===== src/rtl/ps2_kbd_rx.sv =====
// PS/2 keyboard receiver: filters the PS/2 clock, deserialises 11-bit frames
// and folds E0/F0 prefixes into flags so one key event gives one code.
module ps2_kbd_rx #(
   parameter int FILTER_LEN     = 8,
   parameter int TIMEOUT_CYCLES = 100000
) (
   input  logic       clk_i,
   input  logic       rst,
   input  logic       ps2_clk_i,
   input  logic       ps2_data_i,
   input  logic       rx_scan_read,
   output logic       rx_scan_ready,
   output logic [7:0] rx_scan_code,
   output logic       rx_released,
   output logic       rx_extended,
   output logic       rx_frame_err,
   output logic       rx_overrun
);

   localparam int TW = $clog2(TIMEOUT_CYCLES + 1);

   typedef enum logic [1:0] {
      S_IDLE,
      S_DATA,
      S_PAR,
      S_STOP
   } state_t;

   state_t        r_state;
   logic          r_clk_s1, r_clk_s2;
   logic          r_dat_s1, r_dat_s2;
   logic [7:0]    r_flt_cnt;
   logic          r_flt_clk;
   logic [TW-1:0] r_to_cnt;
   logic [7:0]    r_shift;
   logic [2:0]    r_bit_cnt;
   logic          r_parity;
   logic          r_ext_pend;
   logic          r_brk_pend;

   logic          w_flt_hit;
   logic          w_strobe;
   logic          w_timeout;
   logic          w_frame_ok;

   // the filtered clock toggles on the cycle the counter would reach FILTER_LEN
   assign w_flt_hit  = (r_clk_s2 != r_flt_clk)
                     && (r_flt_cnt == 8'(FILTER_LEN - 1));
   assign w_strobe   = w_flt_hit & r_flt_clk;
   assign w_timeout  = (r_state != S_IDLE) && !w_strobe
                     && (r_to_cnt == TW'(TIMEOUT_CYCLES - 1));
   assign w_frame_ok = (^r_shift ^ r_parity) & r_dat_s2;

   // two-flop synchronisers on both pins, idling high
   always_ff @(posedge clk_i) begin
      if (rst) begin
         r_clk_s1 <= 1'b1;
         r_clk_s2 <= 1'b1;
         r_dat_s1 <= 1'b1;
         r_dat_s2 <= 1'b1;
      end else begin
         r_clk_s1 <= ps2_clk_i;
         r_clk_s2 <= r_clk_s1;
         r_dat_s1 <= ps2_data_i;
         r_dat_s2 <= r_dat_s1;
      end
   end

   // glitch filter: the clock must disagree for FILTER_LEN cycles to flip
   always_ff @(posedge clk_i) begin
      if (rst) begin
         r_flt_cnt <= '0;
         r_flt_clk <= 1'b1;
      end else if (r_clk_s2 == r_flt_clk) begin
         r_flt_cnt <= '0;
      end else if (w_flt_hit) begin
         r_flt_cnt <= '0;
         r_flt_clk <= ~r_flt_clk;
      end else begin
         r_flt_cnt <= r_flt_cnt + 8'd1;
      end
   end

   // inter-edge watchdog, only running while a frame is in progress
   always_ff @(posedge clk_i) begin
      if (rst || r_state == S_IDLE || w_strobe || w_timeout) begin
         r_to_cnt <= '0;
      end else begin
         r_to_cnt <= r_to_cnt + TW'(1);
      end
   end

   // frame FSM, prefix folding and consumer handshake
   always_ff @(posedge clk_i) begin
      if (rst) begin
         r_state       <= S_IDLE;
         r_shift       <= '0;
         r_bit_cnt     <= '0;
         r_parity      <= 1'b0;
         r_ext_pend    <= 1'b0;
         r_brk_pend    <= 1'b0;
         rx_scan_ready <= 1'b0;
         rx_scan_code  <= '0;
         rx_released   <= 1'b0;
         rx_extended   <= 1'b0;
         rx_frame_err  <= 1'b0;
         rx_overrun    <= 1'b0;
      end else begin
         rx_frame_err <= 1'b0;
         rx_overrun   <= 1'b0;
         if (rx_scan_ready && rx_scan_read) begin
            rx_scan_ready <= 1'b0;
         end
         if (w_timeout) begin
            r_state      <= S_IDLE;
            rx_frame_err <= 1'b1;
            r_ext_pend   <= 1'b0;
            r_brk_pend   <= 1'b0;
         end else if (w_strobe) begin
            unique case (r_state)
               S_IDLE: begin
                  if (!r_dat_s2) begin
                     r_state   <= S_DATA;
                     r_bit_cnt <= '0;
                  end
               end
               S_DATA: begin
                  r_shift   <= {r_dat_s2, r_shift[7:1]};
                  r_bit_cnt <= r_bit_cnt + 3'd1;
                  if (r_bit_cnt == 3'd7) begin
                     r_state <= S_PAR;
                  end
               end
               S_PAR: begin
                  r_parity <= r_dat_s2;
                  r_state  <= S_STOP;
               end
               S_STOP: begin
                  r_state <= S_IDLE;
                  if (!w_frame_ok) begin
                     rx_frame_err <= 1'b1;
                     r_ext_pend   <= 1'b0;
                     r_brk_pend   <= 1'b0;
                  end else if (r_shift == 8'hE0) begin
                     r_ext_pend <= 1'b1;
                  end else if (r_shift == 8'hF0) begin
                     r_brk_pend <= 1'b1;
                  end else begin
                     r_ext_pend <= 1'b0;
                     r_brk_pend <= 1'b0;
                     if (!rx_scan_ready || rx_scan_read) begin
                        rx_scan_code  <= r_shift;
                        rx_released   <= r_brk_pend;
                        rx_extended   <= r_ext_pend;
                        rx_scan_ready <= 1'b1;
                     end else begin
                        rx_overrun <= 1'b1;
                     end
                  end
               end
               default: r_state <= S_IDLE;
            endcase
         end
      end
   end

endmodule


===== config.mk =====
export PLATFORM = sky130hd
export DESIGN_NAME = ps2_kbd_rx
export DESIGN_NICKNAME = d
export VERILOG_FILES = /design/src/rtl/ps2_kbd_rx.sv
export SDC_FILE = /design/constraint.sdc
export NUM_CORES = 1
export LEC_CHECK = 0
export CAP_MARGIN = 20
export CORE_ASPECT_RATIO = 0.5
export CORE_MARGIN = 3
export CORE_UTILIZATION = 58
export DETAILED_ROUTE_END_ITERATION = 8
export PLACE_DENSITY = 0.82
export SLEW_MARGIN = 10
export SYNTH_ARGS = -nofsm -noshare
export SYNTH_HDL_FRONTEND = slang
export SYNTH_SLANG_ARGS = --single-unit

===== constraint.sdc =====
create_clock -name clk_i -period 2.6 [get_ports clk_i]
set_input_delay 0.39 -clock clk_i [delete_from_list [all_inputs] [get_ports clk_i]]
set_output_delay 0.39 -clock clk_i [all_outputs]
set_load 0.01 [all_outputs]

==> results.toml <==
[worst_setup_path]
crit_chain = "inv_1 -> ha_1 -> xnor3_1 -> or3b_4 -> a2111oi_4 -> buf_12 -> mux2i_1 -> nor2_1"
r2r-end = "rx_released"
slowest_stage = "a2111oi_4"
setup.worst_path.class = "reg2reg"
cp.required_ns = 2.81
reg2reg_depth = 8
start_kind = "register"
max_stage_delay_ns = 0.40
arrival_ns = 2.66
crit_fanout = 10
r2r_setup_slack_ns = 0.15
worstReg2RegStart = "r_shift[4]"
cp-end-kind = "register"

[power_and_ir_drop]
finalPower_mw = 1.80
p_sw_share_pct = 18.7
p_clk_share_pct = 48.0
seqPwrFrac_pct = 50.7
p_leak_nw = 1.14
comb_power_share_pct = 1.4
peakVddDrop_uv = 326
internal-power_mw = 1.46
switchingPower_mw = 0.336
powerDensity_nw_per_um2 = 566

[floorplanning]
initial_core_util_pct = 65.1
die_w_um = 103
io_pins = 18
die_area_um2 = 5630
rows = 16
die_h_um = 54.6
core_um2 = 4200

[status]
run_status = "finished, final reports clean"

[timing]
clock_skew_ns = 0.00706
worst_hold_slack_ns = 0.407
tns_ns = 0
max_freq_mhz = 407
finalCritPeriodShare_pct = 94.4
relSlewSlack_pct = 62.6
final-setup-viol-count = 0
rsz0062_at_grt = "false"
maxSlewViolCount = 0
worstMarginPinSlew_ns = 0.561
min_period_ns = 2.45
finalHoldViolations = 0

[layout]
nNetsFinal = 345
drive_above_1_share_pct = 9.70
syn_to_final_growth_pct = 16.2
multiInputGateArea_um2 = 1410
n_fill_cell = 289
mostFrequentLayoutCell = "dfxtp_1"
seq_area_um2 = 1180
final_cell_mix = "dfxtp_1 (58), nor2_1 (48), nand2_1 (25), nand3_1 (23), inv_1 (18)"
antenna_cells = 0

[yosys]
synth-seq-cells = 59
syn-mean-instance-area_um2 = 9.00
yosysWarnings = 0
yosysTopAreaCell = "dfxtp_1"
synth_area_leaders = "dfxtp_1 (43%), nor2_1 (6.6%), ha_1 (6.4%)"
synthCells = 304
async_flop_share_pct = 0
synth.distinct_cells = 47
synth_flop_cell = "dfxtp_1"
synth_top_area_share_pct = 43.2
yosysSeqAreaShare_pct = 43.2
syn_area_um2 = 2740
synth_edf_count = 0
syn_nets = 323

[clock_network]
cts_resized = 0
cts-root-buf = "clkbuf_8"
cts_buffers = 9
ctsHoldBuffers = 0
clock_path_buffers = 2
htreeDepth = 3
clock_latency_ns = 0.33
cts_tree = "yes"
numClockSinks = 59
postCtsSetupBuffers = 0
path_clk_slew_ns = 0.06

[global_routing]
grt_pass1_wl_um = 8980
grt_usage_pct = 21.4
grt_max_degree = 24
antenna_found_initial = 0
grt-ovfl-total = 0
grt_pass1_vias = 2086

[min_path]
min_from = "r_clk_s1"
hold_path_class = "reg2reg"
min_to = "r_clk_s2"
holdPathStages = 1

[route]
dr_wl_met2_um = 2640
routed-wl-met3_um = 274
top_layer = "met4"
met1_length_um = 2300
firstDrtPassIters = 4
ant_nets = 0
routedWlPerCell_um = 13.6
vias_per_cell = 5.65
drcViolationCount = 0
initialDrtViolationCount = 103
routed_wl_um = 5220
vias = 2168

[placed_design]
io_buffers = 17
hpwl_um = 3720
gp_congestion = 0.828

[run]
cap_violations = 0
-- cell type report --
class	count	area share (%)
clock inverter	1	0.945
tap	54	2.13
clock buffer	14	5.75
timing repair buffer	24	7.40
multi-input combinational	214	44.4
sequential	59	37.2
inverter	18	2.13
-- Yosys cell counts, types with 2 or more instances --
library cell,n
nand4_1,6
dfxtp_1,59
or2_2,4
buf_6,2
nand2_1,25
a21oi_1,12
nor2_1,48
and4_1,2
xnor2_1,10
o22ai_1,2
and2_1,3
mux2i_1,12
clkbuf_1,8
xor2_1,14
nor3b_1,2
and3_1,7
nand3_1,23
nor3_1,3
a22oi_1,2
inv_1,18
or3_1,3
ha_1,14
-- metrics by stage --
stage | area (µm²) | setup WS, ns | util, % | instances
after floorplan | 2740 | 0.233 | - | 304
after global placement | 2960 | 0.162 | 70.5 | 369
after detailed placement | 2960 | 0.0968 | 70.5 | 369
after CTS | 3180 | 0.0953 | 75.6 | 384
after global routing | 3180 | 0.0332 | 75.6 | 384
final | 3180 | 0.145 | 75.6 | 384
-- metal layers --
layer | GRT usage, % | vias to the layer above
li1 | - | 1078
met1 | 23.3 | 1033
met2 | 37.3 | 55
met3 | 9.41 | 2
met4 | 9.25 | 0
met5 | 0 | -
-- sequential cells by signal, summed over array words and instances (netlist names), 2 cells and up --
name	count
r_shift	8
rx_scan_code	8
r_bit_cnt	3
r_to_cnt	17
r_state	2
r_flt_cnt	8
-- logic make-up after synthesis --
group	Yosys count	synth area share, %
buffers and inverters	31	5.17
flip-flops	59	43.2
XOR/XNOR	26	9.47
AND/OR/NAND/NOR	132	23.4
multiplexers	12	4.39
adder cells (fa/ha/maj)	14	6.40
AO/OA/AOI/OAI	30	8.01
-- worst max-delay path by stage --
stage	slack, ns	from	end
3_3_place_gp	0.16	r_shift[4]	rx_scan_code[4]
3_5_place_dp	0.1	r_shift[4]	rx_scan_code[4]
2_1_floorplan	0.23	r_shift[4]	rx_extended
6_report	0.15	r_shift[4]	rx_released
4_1_cts	0.1	r_shift[4]	rx_released
5_1_grt	0.03	r_shift[4]	rx_extended
-- critical path, delay by kind of cell (launching register included) --
family | cells | cell delay [ns]
compound gates | 1 | 0.40
xor+xnor | 1 | 0.36
fa+ha+maj | 1 | 0.34
buf+inv | 2 | 0.24
flops | 1 | 0.36
mux | 1 | 0.20
simple gates | 2 | 0.44
-- power groups by stage --
stage	clock network [mW]	registers [mW]	logic [mW]
floorplan	0	0.929	0.0169
global placement	0	0.930	0.0246
detailed placement	0	0.930	0.0249
CTS	0.888	0.910	0.0251
global route	0.923	0.910	0.0274
finish	0.862	0.911	0.0251
Power figures use the tool's default switching activity.
